`config.mk`:
```
export PLATFORM = sky130hd
export DESIGN_NAME = gpr_scoreboard
export DESIGN_NICKNAME = d
export VERILOG_FILES = /design/src/rtl/gpr_scoreboard.sv
export SDC_FILE = /design/constraint.sdc
export NUM_CORES = 1
export LEC_CHECK = 0
export CAP_MARGIN = 20
export CORE_UTILIZATION = 23
export DETAILED_ROUTE_END_ITERATION = 12
export SYNTH_ARGS = -nofsm -noshare
export SYNTH_HDL_FRONTEND = slang
export SYNTH_SLANG_ARGS = --single-unit
```
`constraint.sdc`:
```
create_clock -name clk -period 4.72 [get_ports clk]
set_input_delay 1.18 -clock clk [delete_from_list [all_inputs] [get_ports clk]]
set_output_delay 1.18 -clock clk [all_outputs]
set_load 0.02 [all_outputs]
```
`src/rtl/gpr_scoreboard.sv`:
```
// Data hazard scoreboard between operand fetch and issue: one pending-write bit per
// GPR, CR field, CTR, LNK and XER. Issue is stalled on RAW/WAW conflicts.
module gpr_scoreboard #(
  parameter int NUM_GPR   = 32,
  parameter int NUM_CR    = 8,
  parameter int WB_BYPASS = 1
) (
  input  logic                        clk,
  input  logic                        reset,
  input  logic                        en,
  input  logic                        issue_valid,
  output logic                        issue_ready,
  output logic                        stall,
  input  logic [$clog2(NUM_GPR)-1:0]  gpr_a,
  input  logic [$clog2(NUM_GPR)-1:0]  gpr_b,
  input  logic [$clog2(NUM_GPR)-1:0]  gpr_c,
  input  logic                        read_gpr_a,
  input  logic                        read_gpr_b,
  input  logic                        read_gpr_c,
  input  logic [$clog2(NUM_GPR)-1:0]  gpr_dest_alu,
  input  logic [$clog2(NUM_GPR)-1:0]  gpr_dest_mem,
  input  logic                        write_gpr_dest_alu,
  input  logic                        write_gpr_dest_mem,
  input  logic [NUM_CR-1:0]           read_cr,
  input  logic [NUM_CR-1:0]           write_cr,
  input  logic                        read_ctr,
  input  logic                        write_ctr,
  input  logic                        read_lnk,
  input  logic                        write_lnk,
  input  logic                        read_xer,
  input  logic                        write_xer,
  input  logic                        wb_alu_valid,
  input  logic [$clog2(NUM_GPR)-1:0]  wb_alu_gpr,
  input  logic                        wb_mem_valid,
  input  logic [$clog2(NUM_GPR)-1:0]  wb_mem_gpr,
  input  logic [NUM_CR-1:0]           wb_cr,
  input  logic                        wb_ctr,
  input  logic                        wb_lnk,
  input  logic                        wb_xer,
  output logic                        busy,
  output logic                        err
);

  localparam int IDX_W = $clog2(NUM_GPR);
  localparam bit BYP   = (WB_BYPASS != 0);

  logic [NUM_GPR-1:0] p_gpr_q, p_gpr_d;
  logic [NUM_CR-1:0]  p_cr_q, p_cr_d;
  logic               p_ctr_q, p_ctr_d;
  logic               p_lnk_q, p_lnk_d;
  logic               p_xer_q, p_xer_d;
  logic               busy_q, busy_d;
  logic               err_q, err_d;

  logic [NUM_GPR-1:0] retire_gpr, set_gpr, eff_gpr;
  logic [NUM_CR-1:0]  set_cr, eff_cr;
  logic               set_ctr, set_lnk, set_xer;
  logic               eff_ctr, eff_lnk, eff_xer;
  logic               raw, waw, fire, wb_err;

  always_comb begin
    retire_gpr = '0;
    for (int i = 0; i < NUM_GPR; i++) begin
      retire_gpr[i] = (wb_alu_valid && (wb_alu_gpr == IDX_W'(i))) ||
                      (wb_mem_valid && (wb_mem_gpr == IDX_W'(i)));
    end

    // A resource retiring this cycle is treated as already free when bypass is on.
    eff_gpr = p_gpr_q & ~(retire_gpr & {NUM_GPR{BYP}});
    eff_cr  = p_cr_q  & ~(wb_cr & {NUM_CR{BYP}});
    eff_ctr = p_ctr_q & ~(wb_ctr & BYP);
    eff_lnk = p_lnk_q & ~(wb_lnk & BYP);
    eff_xer = p_xer_q & ~(wb_xer & BYP);

    raw = (read_gpr_a && eff_gpr[gpr_a]) ||
          (read_gpr_b && eff_gpr[gpr_b]) ||
          (read_gpr_c && eff_gpr[gpr_c]) ||
          (|(read_cr & eff_cr)) ||
          (read_ctr && eff_ctr) ||
          (read_lnk && eff_lnk) ||
          (read_xer && eff_xer);

    waw = (write_gpr_dest_alu && eff_gpr[gpr_dest_alu]) ||
          (write_gpr_dest_mem && eff_gpr[gpr_dest_mem]) ||
          (|(write_cr & eff_cr)) ||
          (write_ctr && eff_ctr) ||
          (write_lnk && eff_lnk) ||
          (write_xer && eff_xer);

    issue_ready = en && !reset && !raw && !waw;
    stall       = issue_valid && !issue_ready;
    fire        = issue_valid && issue_ready;

    set_gpr = '0;
    if (fire && write_gpr_dest_alu) set_gpr[gpr_dest_alu] = 1'b1;
    if (fire && write_gpr_dest_mem) set_gpr[gpr_dest_mem] = 1'b1;
    set_cr  = fire ? write_cr : '0;
    set_ctr = fire && write_ctr;
    set_lnk = fire && write_lnk;
    set_xer = fire && write_xer;

    // Set is OR'ed after the clear so a same-cycle reissue keeps the bit pending.
    p_gpr_d = (p_gpr_q & ~retire_gpr) | set_gpr;
    p_cr_d  = (p_cr_q  & ~wb_cr)      | set_cr;
    p_ctr_d = (p_ctr_q & ~wb_ctr)     | set_ctr;
    p_lnk_d = (p_lnk_q & ~wb_lnk)     | set_lnk;
    p_xer_d = (p_xer_q & ~wb_xer)     | set_xer;

    wb_err = (wb_alu_valid && !p_gpr_q[wb_alu_gpr]) ||
             (wb_mem_valid && !p_gpr_q[wb_mem_gpr]) ||
             (|(wb_cr & ~p_cr_q)) ||
             (wb_ctr && !p_ctr_q) ||
             (wb_lnk && !p_lnk_q) ||
             (wb_xer && !p_xer_q);

    err_d  = err_q || wb_err;
    busy_d = (|p_gpr_d) || (|p_cr_d) || p_ctr_d || p_lnk_d || p_xer_d;
  end

  always_ff @(posedge clk) begin
    if (reset) begin
      p_gpr_q <= '0;
      p_cr_q  <= '0;
      p_ctr_q <= 1'b0;
      p_lnk_q <= 1'b0;
      p_xer_q <= 1'b0;
      busy_q  <= 1'b0;
      err_q   <= 1'b0;
    end else begin
      p_gpr_q <= p_gpr_d;
      p_cr_q  <= p_cr_d;
      p_ctr_q <= p_ctr_d;
      p_lnk_q <= p_lnk_d;
      p_xer_q <= p_xer_d;
      busy_q  <= busy_d;
      err_q   <= err_d;
    end
  end

  assign busy = busy_q;
  assign err  = err_q;

endmodule

```
=== Word level (Yosys, flattened, before mapping) ===
Cells that the tools add are included.

* Bitwise operators: 20
* Equality and inequality tests: 62
* Reductions and logical operators: 161
* Magnitude comparators: 9
* Muxes and demuxes: 21

{| class="wikitable"
|+ Operators by type and width
! kind !! number
|-
| $eq A5 B5 Y1 const B || 32
|-
| $logic_and A1 B1 Y1 || 92
|-
| $eq A5 B4 Y1 const B || 16
|-
| $mux W32 || 2
|-
| $or A32 B32 Y32 || 2
|-
| $logic_or A1 B1 Y1 || 53
|-
| $lt A5 B6 Y1 const B || 7
|-
| $eq A5 B3 Y1 const B || 8
|-
| $bmux W1 S5 || 7
|-
| $and A32 B32 Y32 || 1
|-
| $and A8 B8 Y8 || 4
|-
| $not A32 Y32 || 1
|-
| $reduce_or A32 Y1 || 1
|-
| $reduce_or A8 Y1 || 4
|-
| $eq A5 B2 Y1 const B || 4
|-
| $not A8 Y8 || 2
|-
| $demux W1 S5 || 2
|-
| $eq A5 B1 Y1 const B || 2
|-
| $ge A5 B1 Y1 const B || 2
|-
| $logic_not A5 Y1 || 2
|-
| $logic_not A1 Y1 || 9
|-
| $mux W1 || 9
|-
| $mux W8 || 1
|-
| $or A8 B8 Y8 || 1
|-
| 3 further kinds || 9
|}

* Word-level logic and storage cells: 280
* Register bits: 45
* Bits of input ports: 79

=== Logic depth before layout (Yosys ltp) ===
Gate-level depths: netlist (run 1).

* Word-level depth: 28
* Gate-level depth with buffers: 14

=== Worst setup path after synthesis (run 1) ===
No wires, ideal clock.

* Kind: input -> output
* Start: input wb_alu_gpr[1]
* End: output stall
* Data arrival time: 3.839 ns
* Path buffers: 3
* Required time: 3.540 ns
* Setup slack: -0.299 ns
* Stages: 12
* Cells stage by stage: buf_2 > nand2_1 > buf_2 > o221ai_1 > a32o_1 > o41ai_1 > nand4b_1 > nor4_1 > nor3_4 > and2_1 > buf_2 > nor2b_1

* Word-level cells in the longest chain between the ends: 19
* Elaborated cells between the ends (all ways): 130
* Classes of those cells: eq/ne (31); mux (10); bitwise (2); reduce/logical (87)

{| class="wikitable"
|+ RTL lines
! what !! RTL line !! RTL
|-
| start, declared || 33 || <nowiki>input logic [$clog2(NUM_GPR)-1:0] wb_alu_gpr,</nowiki>
|-
| $eq A5 B1 Y1 (tied with other cells) || 64 || <nowiki>retire_gpr[i] = (wb_alu_valid && (wb_alu_gpr == IDX_W'(i))) ||</nowiki>
|-
| $logic_and A1 B1 Y1 || 64 ||
|-
| $logic_or A1 B1 Y1 || 64 ||
|-
| $not A32 Y32 * || 69 || <nowiki>eff_gpr = p_gpr_q & ~(retire_gpr & {NUM_GPR{BYP}});</nowiki>
|-
| $and A32 B32 Y32 * || 69 ||
|-
| $bmux W1 S5 (on tied branches) || 75, 76 ||
|-
| $mux W1 (on tied branches) || 75, 76 ||
|-
| $logic_and A1 B1 Y1 (on tied branches) || 75, 76 ||
|-
| [4 not listed] || - ||
|-
| $logic_or A1 B1 Y1 || 79 || <nowiki>(read_ctr && eff_ctr) ||</nowiki>
|-
| $logic_or A1 B1 Y1 || 80 || <nowiki>(read_lnk && eff_lnk) ||</nowiki>
|-
| $logic_not A1 Y1 || 90 || <nowiki>issue_ready = en && !reset && !raw && !waw;</nowiki>
|-
| $logic_and A1 B1 Y1 || 90 ||
|-
| $logic_and A1 B1 Y1 * || 90 ||
|-
| named net issue_ready || 12 || <nowiki>output logic issue_ready,</nowiki>
|-
| $logic_not A1 Y1 * || 91 || <nowiki>stall = issue_valid && !issue_ready;</nowiki>
|-
| $logic_and A1 B1 Y1 * || 91 ||
|-
| end, declared || 13 || <nowiki>output logic stall,</nowiki>
|}

The timed path passes the listed nets; every way through them passes the cells marked *. The select of a mux whose other input is x is not followed.

=== Final worst setup path (run 1) ===
* Start: input wb_mem_gpr[0]
* End: output stall

* Word-level cells in the longest chain between the ends: 19
* Elaborated cells between the ends (all ways): 130
* Classes of those cells: eq/ne (31); mux (10); bitwise (2); reduce/logical (87)

{| class="wikitable"
|+ RTL lines
! what !! RTL line !! RTL
|-
| start, declared || 35 || <nowiki>input logic [$clog2(NUM_GPR)-1:0] wb_mem_gpr,</nowiki>
|-
| $eq A5 B1 Y1 (tied with other cells) || 65 || <nowiki>(wb_mem_valid && (wb_mem_gpr == IDX_W'(i)));</nowiki>
|-
| $logic_and A1 B1 Y1 || 65 ||
|-
| $logic_or A1 B1 Y1 || 64 ||
|-
| $not A32 Y32 * || 69 ||
|-
| $and A32 B32 Y32 * || 69 ||
|-
| $bmux W1 S5 (on tied branches) || 75, 76 ||
|-
| $mux W1 (on tied branches) || 75, 76 ||
|-
| $logic_and A1 B1 Y1 (on tied branches) || 75, 76 ||
|-
| [3 not listed] || - ||
|-
| $logic_or A1 B1 Y1 || 78 || <nowiki>(|(read_cr & eff_cr)) ||</nowiki>
|-
| $logic_or A1 B1 Y1 || 79 ||
|-
| $logic_or A1 B1 Y1 || 80 ||
|-
| $logic_not A1 Y1 || 90 ||
|-
| $logic_and A1 B1 Y1 || 90 ||
|-
| $logic_and A1 B1 Y1 * || 90 ||
|-
| $logic_not A1 Y1 * || 91 ||
|-
| $logic_and A1 B1 Y1 * || 91 ||
|}

Every way passes the cells marked *; elsewhere a longest branch is shown, timed or not. The select of a mux whose other input is x is not followed.

==> results of run 1 <==
==> state kept, by name (all words and copies together), names as in the netlist <==
name     flops
p_lnk_q      1
err          1
p_gpr_q     32
p_cr_q       8
busy         1
p_ctr_q      1
p_xer_q      1
==> critical path: stages <==
cell             delay, ns
clkdlybuf4s15_2       0.25
buf_4                 0.17
nand2_4               0.10
buf_4                 0.12
o221ai_1              0.16
buf_4                 0.20
buf_4                 0.15
a32oi_1               0.15
nand2_1               0.08
o311ai_1              0.27
and4_4                0.32
nor3_4                0.05
and2_4                0.19
nor2b_2               0.12
buf_6                 0.12
==> power by group through the flow <==
stage | combinational, W | clock, W | sequential [W]
2_1_floorplan | 0.000202 | 0 | 0.000396
3_3_place_gp | 0.000450 | 0 | 0.000395
3_5_place_dp | 0.000447 | 0 | 0.000395
4_1_cts | 0.000468 | 0.000405 | 0.000386
5_1_grt | 0.000517 | 0.000423 | 0.000386
6_report | 0.000486 | 0.000400 | 0.000386
==> final cells by class <==
cell class | instances | area [um2] | share of cell area
clock inverters | 2 | 38.79 | 0.004331
repair buffers | 378 | 3137 | 0.3503
well taps | 285 | 356.6 | 0.03982
multi-input cells | 585 | 4318 | 0.4822
clock buffers | 6 | 128.9 | 0.01439
flip-flops and latches | 45 | 900.9 | 0.1006
inverters | 20 | 75.07 | 0.008383
==> stage by stage <==
step / total power, W / utilization / hold slack (ns)
floorplan: 0.0005973 / - / 0.4841
detailed placement: 0.0008419 / 0.3662 / 0.5680
global route: 0.001326 / 0.3955 / 0.5923
global placement: 0.0008441 / 0.3662 / 0.5381
finish: 0.001272 / 0.3955 / 0.5927
CTS: 0.001259 / 0.3901 / 0.5777
==> layer usage <==
metal,up-vias,share of wire,global-route usage
met5,-,0,0
met4,0,0.047,0.1057
met1,3597,0.42,0.3319
li1,3489,-,-
met2,483,0.44,0.3784
met3,93,0.090,0.03890
==> worst paths after layout <==
path,cells after the start,to,startpoint
min,2,p_gpr_q[20],p_gpr_q[20]
min reg2reg,2,p_gpr_q[20],p_gpr_q[20]
max,15,stall,wb_mem_gpr[0]
max reg2reg,13,busy,p_gpr_q[9]
==> cells by family after synthesis <==
family | after synthesis | synth area share
AND/OR/NAND/NOR | 324 | 0.3277
AO/OA/AOI/OAI | 221 | 0.3144
buffers and inverters | 73 | 0.05953
flip-flops | 45 | 0.1701
multiplexers | 39 | 0.1266
XOR/XNOR | 1 | 0.001654
==> Yosys cell counts, drive strengths merged, types with 9 or more instances <==
cell	number
nand2	76
nor2	62
a21oi	48
dfxtp	45
nand3	43
o221ai	39
o22ai	30
clkbuf	29
buf	24
mux4	22
nand2b	21
inv	19
nand4	19
nor2b	17
nor3	17
and3	16
a31oi	13
mux2i	13
a32oi	12
o21ai	12
nor4	9
o221a	9
==> timing repair <==
action,4_1_cts,5_1_grt
hold endpoints to repair,0,0
setup buffers,19,4
resized for setup,110,18
pin swaps,19,12
endpoints found under the setup margin,19,2
cloned,1,1
==> metrics.md, run 1 <==
| Metric | Value |
|---|---|
| # fillers | `2301` |
| Fin cells | `~1300` |
| Sw Share | `0.3075` |
| Clk root buf | `clkbuf_16` |
| N_diodes | `0` |
| Gr ovfl total | `0` |
| Gate Count Post-Synth | `703` |
| Post-synth EDFFs | `0` |
| Final WL | `around 30 mm` |
| Failing checks | `setup timing` |
| FP Rows | `55` |
| Fin. max-slew vios | `0` |
| Ys async rst share | `0` |
| Relative slew slack | `0.6748` |
| Min cycle time layout | `between 4 and 5 ns` |
| Largest net degree at the start of global routing | `46` |
| Netlist cell types | `76` |
| CTS H-tree depth | `2` |
| Number of DRC markers in iteration 0 | `between 800 and 900` |
| Crit start category | `primary input` |
| Starting Density | `0.2339` |
| Clk slew on worst S/H paths | `approximately 0.060 ns` |
| Flop pwr share | `0.304` |
| Clk pwr share | `0.314` |
| Crit path arrival time | `between 3 and 4 ns` |
| TritonRoute pass-1 iters | `6` |
| YS warnings | `0` |
| GRT Total Usage | `0.2436` |
| Leak Pwr | `approximately 3.5 nW` |
| Clk sinks | `45` |
| Maximum clock insertion buffer count | `2` |
| Die area | `roughly 24000 um2` |
| Share of layout cells above drive strength 1 | `0.3851` |
| Detailed placement HPWL | `23.68 mm` |
| Number of global-route vias before repair | `between 7000 and 8000` |
| Yosys top cell by area | `dfxtp_1` |
| Post-synth top area share | `0.1701` |
| Initial antenna violation count | `0` |
| CP Capture Type | `output pin` |
| Final setup viols | `2` |
| Worst hold path type | `reg2reg` |
| Drt wl/cell | `22.30 um` |
| Top Ports | `83` |
| TritonCTS clock tree | `built` |
| Sequential area share after synthesis | `0.1701` |
| Slew of the pin with the lowest slew margin | `0.4878 ns` |
| Layout overhead on the synthesized area | `69.08%` |
| Global-route wire length before repair | `around 44 mm` |
| Combinational power share | `0.382` |
| Reg2Reg Setup Slack | `about 1.6 ns` |
| Final worst slack | `-0.08021 ns` |
| WP data required | `~3.5 ns` |
| Max-cap violations | `0` |
| Die W | `approximately 150 um` |
| Synth Area per Inst | `about 7.5 um2` |
| PortBufs | `slightly above 80` |
| DRC | `0` |
| Status | `complete, but fails checks` |
| Peak Freq | `between 200 and 250 MHz` |
| Final Hold Fails | `0` |
| # nets final | `1114` |
| Setup_tns | `-0.1291 ns` |
| Unrepaired setup endpoints after global routing | `true` |
| Core area | `22640 um2` |
| Die Height | `~150 um` |
| Hold Buf Count CTS | `0` |
| Final Wtd Congestion | `around 1.0` |
| Skew final | `between 0.004 and 0.005 ns` |
| Post-synthesis cell area | `roughly 5300 um2` |
| Worst-Skew Late Latency | `slightly below 0.3 ns` |
| Cell area after layout | `slightly below 9000 um2` |
| Inserted Clock Buffers | `5` |
| Area contributors post-synth | `dfxtp_1, mux4_2, o221ai_1, nand2_1, a21oi_1` |
| Sw power | `about 0.00039 W` |
| Area after DPL | `between 8000 and 9000 um2` |
| Dpl ws | `-1.188 ns` |
| Internal | `roughly 0.00088 W` |
| Vias | `roughly 7700` |
| PwrDens | `~140 nW/um2` |
| Vias per cell | `5.800` |
| Placed cells | `between 1000 and 1500` |
| Top_reg_cell synth | `dfxtp_1` |
| Top fanout value on the critical path | `5` |
| Most frequent cells in the layout | `buf_4, nand2_1, clkdlybuf4s50_1` |
| Part of the cycle the worst path needs | `1.017` |
| Routed Antenna Nets | `0` |
| Syn_nets | `782` |
| Most common cell after layout, fill and taps aside | `buf_4` |
| Worst VDD drop | `0.1552 mV` |
| Yosys reg bits | `45` |
| Crit Path Category | `in2out` |
Note: power is estimated with default switching activity, not from simulation.
==> run 2: changes to the inputs <==
--- a/config.mk
+++ b/config.mk
@@ -8,6 +8,7 @@
 export CAP_MARGIN = 20
 export CORE_UTILIZATION = 23
 export DETAILED_ROUTE_END_ITERATION = 12
+export REMOVE_ABC_BUFFERS = 1
 export SYNTH_ARGS = -nofsm -noshare
 export SYNTH_HDL_FRONTEND = slang
 export SYNTH_SLANG_ARGS = --single-unit
==> run 2 against run 1 <==
Effect of this change: utilization increased by 0.93 points; total power is 2.7% lower; global-route usage increased by 0.48 points; clock skew is 0.0048 ns higher; first-iteration DRC count grew 9.1%; the flow still finishes with violations (setup timing).
==> metrics.md, run 2 (synthesis gave the netlist of run 1 again) <==
| Metric | Value |
|---|---|
| Status | `complete, but fails checks` |
| Failing checks | `setup timing` |
| Initial antenna violation count | `0` |
| CTS H-tree depth | `2` |
| # nets final | `1130` |
| N_diodes | `0` |
| Number of global-route vias before repair | `~7500` |
| Clk sinks | `between 40 and 50` |
| Worst hold slack | `approximately 0.6 ns` |
| Power, Total | `0.001239 W` |
| Uppermost routed layer | `met4` |
| Crit Path Category | `in2out` |
| CP Capture Type | `output pin` |
| GRT Total Usage | `0.2484` |
| FP Rows | `between 50 and 60` |
| CP Launch Point | `wb_alu_gpr[4]` |
| Worst path cell trace | `buf_12 -> or4b_4 -> o221ai_2 -> buf_6 -> buf_12 -> a32oi_1 -> and3_1 -> a31oi_1 -> nand4_1 -> nor3_4 -> and2_4 -> nor2b_4 -> buf_6` |
| Relative slew slack | `0.6038` |
| Die Height | `around 150 um` |
| Drt wl/cell | `around 23 um` |
| Global-route wire length before repair | `~45 mm` |
| Peak Freq | `approximately 200 MHz` |
| TritonRoute pass-1 iters | `6` |
| DRC | `0` |
| Clk root buf | `clkbuf_16` |
| Worst hold path startpoint | `err` |
| CP max-delay cell | `or4b_4` |
| Starting Density | `0.2339` |
| Core area | `22640 um2` |
| Most frequent cells in the layout | `buf_4, nand2_1, clkdlybuf4s50_1` |
| Part of the cycle the worst path needs | `1.038` |
| Max FFs per register | `32` |
| Biggest regs | `p_gpr_q: 32 flops, p_cr_q: 8 flops` |
| Worst VDD drop | `about 0.13 mV` |
| Worst-Skew Late Latency | `0.29 ns` |
| Vias per cell | `around 5.8` |
| Die area | `23640 um2` |
| Final setup viols | `2` |
| Final Hold Fails | `0` |
| WP buf/inv | `4` |
| Met3 wire len | `roughly 2.9 mm` |
| Routed Antenna Nets | `0` |
| Slowest Stage Delay on Critical Path | `approximately 0.60 ns` |
| Final WL | `between 30 and 40 mm` |
| Gr ovfl total | `0` |
| Die W | `around 150 um` |
| PwrDens | `between 100 and 150 nW/um2` |
| Detailed placement HPWL | `~24 mm` |
| Min cycle time layout | `~5 ns` |
| Crit path arrival time | `between 3 and 4 ns` |
| Leak Pwr | `roughly 3.6 nW` |
| Maximum clock insertion buffer count | `2` |
| Setup_tns | `-0.3402 ns` |
| CP delay by family, top | `simple AND/OR/NAND/NOR gates` |
| Number of DRC markers in iteration 0 | `around 970` |
| Layout overhead on the synthesized area | `73.07%` |
| Fin. max-slew vios | `0` |
| Largest net degree at the start of global routing | `46` |
| M1 WL | `around 12 mm` |
| Slew of the pin with the lowest slew margin | `0.5889 ns` |
| Fin cells | `~1300` |
| Placed cells | `1300` |
| Crit start category | `primary input` |
| Max-cap violations | `0` |
| PortBufs | `a little over 80` |
| Final Wtd Congestion | `between 1 and 1.5` |
| Worst hold path type | `reg2reg` |
| # fillers | `2249` |
| Inserted Clock Buffers | `5` |
| Largest Register | `p_gpr_q` |
| Final worst slack | `-0.1788 ns` |
| Top Ports | `83` |
| Metal2 WL | `around 13 mm` |
| Unrepaired setup endpoints after global routing | `true` |
| Clk slew on worst S/H paths | `approximately 0.06 ns` |
| Dpl ws | `-1.218 ns` |
| WP data required | `roughly 3.5 ns` |
| Skew final | `0.009075 ns` |
| Vias | `about 7800` |
| RR Startpoint | `p_gpr_q[5]` |
| Share of layout cells above drive strength 1 | `0.3983` |
| TritonCTS clock tree | `built` |
| Top fanout value on the critical path | `5` |
| Most common cell after layout, fill and taps aside | `buf_4` |
-- run 2: changes by cell type in the layout (fill, tap and decap cells not counted), moves of 2 or more --
| cell | before | now |
|---|---|---|
| clkdlybuf4s50_1 | 65 | 62 |
| nand4bb_2 | 3 | 0 |
| nand4bb_4 | 0 | 3 |
| o311ai_1 | 3 | 1 |
| dlygate4sd2_1 | 2 | 5 |
| o311ai_0 | 1 | 3 |
| o221ai_1 | 24 | 22 |
| buf_4 | 291 | 296 |
| buf_6 | 8 | 14 |
| buf_8 | 1 | 3 |
| clkinvlp_4 | 0 | 2 |
| buf_12 | 4 | 8 |
| o221ai_2 | 10 | 12 |
-- run 2: report_power, final --
part           total, W  leakage [nW]  switching, W  internal (W)
registers      0.000386         0.363    0.00000244      0.000384
clock network  0.000349        0.0631      0.000153      0.000197
logic          0.000503          3.13      0.000247      0.000256
total           0.00124          3.56      0.000403      0.000836
-- run 2: path summary, 6_finish.rpt --
| check | to | slack, ns | depth (start not counted) |
|---|---|---|---|
| setup / recovery | stall | -0.18 | 13 |
| hold / removal | err | 0.60 | 2 |
| setup reg to reg | p_gpr_q[31] | 1.51 | 14 |
| hold reg to reg | err | 0.60 | 2 |
-- run 2: area by class of cell --
cell class	count	area (um2)	share of cell area
timing repair buffer	394	3313	0.3615
clock inverter	2	15.01	0.001638
inverter	20	75.07	0.008190
clock buffer	6	128.9	0.01406
tap	285	356.6	0.03890
sequential	45	900.9	0.09828
multi-input combinational	585	4377	0.4775
-- run 2: worst min-delay path: stages (launching register included) --
cell	delay (ns)
dfxtp_1	0.35
a2111oi_0	0.09
a31oi_1	0.12
-- run 2: metal layers --
layer	vias to the layer above	global-route usage
met5	-	0
met4	0	0.1290
met3	117	0.04115
met2	521	0.4028
met1	3660	0.3160
li1	3512	-
-- run 2: repair_timing --
item | 4_1_cts | 5_1_grt
resized for setup | 133 | 17
pin swaps | 29 | 15
setup buffers | 26 | 4
setup endpoints to repair | 2 | 2
cloned | 0 | 1
hold buffers | 0 | 0
-- run 2: stage by stage --
step | instance area [um2] | util
finish | 9166 | 0.4049
global route | 9166 | 0.4049
CTS | 9037 | 0.3992
detailed placement | 8421 | 0.3719
global placement | 8421 | 0.3719
floorplan | 5056 | -
==> run 3: changes to the inputs <==
--- a/config.mk
+++ b/config.mk
@@ -5,7 +5,7 @@
 export SDC_FILE = /design/constraint.sdc
 export NUM_CORES = 1
 export LEC_CHECK = 0
-export CAP_MARGIN = 20
+export ABC_CLOCK_PERIOD_IN_PS = 4720
 export CORE_UTILIZATION = 23
 export DETAILED_ROUTE_END_ITERATION = 12
 export REMOVE_ABC_BUFFERS = 1
==> results of run 3 <==
No change in the layout: final DEF, timing and power equal those of run 2.
==> patch: new RTL, flow settings as in run 1 <==
Make the reset (`reset`) asynchronous in one clocked block.
--- a/src/rtl/gpr_scoreboard.sv
+++ b/src/rtl/gpr_scoreboard.sv
@@ -119,3 +119,3 @@
 
-  always_ff @(posedge clk) begin
+  always_ff @(posedge clk or posedge reset) begin
     if (reset) begin
Check against the original RTL: not equivalent (Yosys sat finds a counterexample within 4 cycles, from zero or initial values and one cycle with reset high; the reset may be asserted at any time).
==> patch against run 1 <==
- the run still ends with negative setup slack left
- sequential cell count unchanged
- register-to-register slack worse by 90 ps
- critical path type unchanged
- global-route usage down 2.0 points
- area after synthesis up 2.7%
- first-iteration DRC count down 1.5%
- setup slack worse by 100 ps
- count of clock-buffer cells in the layout down 1
- cell area down 4.7%
- worst hold slack worse by 15 ps
- wire length down 6.9%
- fmax down 2.1%
- clock power down 7.5%
- power up 21%
- sequential share of layout area up 3.1 points
==> patch: results (changes against run 1) <==
Status
Run status: complete, but fails checks (unchanged). Violated checks: negative setup slack (unchanged).

CTS
The count of instances resized after the clock tree is built is 79 (was 110). The number of setup buffers added after CTS is 8 (was 19).

Timing
The number of setup violations in the final report is 2 (unchanged). The worst-case setup margin in the final layout came to -185 ps (was -80.2 ps).

Cells and area
The non-clock buffer count in the final layout is 312 (was 378). The fill cell total of the finished layout is 2361 (was 2301). The number of nets in the finished design is 996 (was 1114). The share of cell area taken by flip-flops and latches is 13.2% (was 10.1%). The clock distribution area overhead in the final layout is 1.76% (was 1.87%).

Critical path
The critical path arrival came to 3720 ps (was 3620 ps). The standard cell with the maximum stage delay on the critical path is sky130_fd_sc_hd__or2_4 (was sky130_fd_sc_hd__and4_4). The start point of the critical path is wb_alu_gpr[0] (was wb_mem_gpr[0]). The startpoint of the lowest-slack register-to-register path is p_gpr_q[23]$_DFF_PP0_ (was p_gpr_q[9]$_SDFF_PP0_).

The endpoint of the worst-slack reg-to-reg timing path is busy$_DFF_PP0_ (was busy$_SDFF_PP0_).

Routing
The wire length per cell after detailed routing is 22.3 µm (about the same). The count of TritonRoute iterations in the first routing pass is 7 (was 6).

Power and ir drop
The power density of the placed cells was 180 mW/mm² (was 142 mW/mm²). The relative contribution of combinational cells to total power came to 46.8% (was 38.2%).

Placed design
The placed cell count was 1208 (was 1288). The area after detailed placement is 0.00803 mm² (was 0.00829 mm²). The detailed placement HPWL came to 21700 µm (was 23700 µm).

Global route
The met1 routing resource usage after global routing was 30.6% (was 33.2%). The met3 global-route usage is 3.89% (about the same).

Yosys
The share of flip-flops with an asynchronous set or reset is 100% (was 0%). Cell types with the highest counts after synthesis: sky130_fd_sc_hd__o21ai_0 (53), sky130_fd_sc_hd__nand2_1 (48), sky130_fd_sc_hd__dfrtp_1 (45) (was sky130_fd_sc_hd__nand2_1 (75), sky130_fd_sc_hd__nor2_1 (62), sky130_fd_sc_hd__a21oi_1 (48)). The post-synthesis net count came to 733 (was 782). The synthesized instance count was 654 (was 703).

Biggest area contributors in the synthesized netlist: sky130_fd_sc_hd__dfrtp_1 (21%), sky130_fd_sc_hd__mux4_2 (9.1%), sky130_fd_sc_hd__o21ai_0 (4.9%) (was sky130_fd_sc_hd__dfxtp_1 (17%), sky130_fd_sc_hd__mux4_2 (9.4%), sky130_fd_sc_hd__o221ai_1 (5.5%)).

Die
The area of the die is 0.0243 mm² (was 0.0236 mm²).
==> patch: logic make-up (layout without fill, tap and decap cells) <==
group	count (synthesis)	in the layout	synth area share, %
AOI/OAI and AO/OA	230	230	31.9
xor gates and xnor gates	2	2	0.322
buffers and inverters	77	341	6.97
DFF	45	45	20.7
muxes	43	43	13.6
and+or+nand+nor	257	257	26.4
==> patch: how the worst min path moves through the flow <==
stage | start | endpoint | slack [ps] | cells past startpoint
2_1_floorplan | p_xer_q$_DFF_PP0_ | err$_DFF_PP0_ | 550 | 3
3_3_place_gp | err$_DFF_PP0_ | err$_DFF_PP0_ | 570 | 2
3_5_place_dp | err$_DFF_PP0_ | err$_DFF_PP0_ | 570 | 2
4_1_cts | err$_DFF_PP0_ | err$_DFF_PP0_ | 590 | 2
5_1_grt | err$_DFF_PP0_ | err$_DFF_PP0_ | 610 | 2
6_report | err$_DFF_PP0_ | err$_DFF_PP0_ | 580 | 2
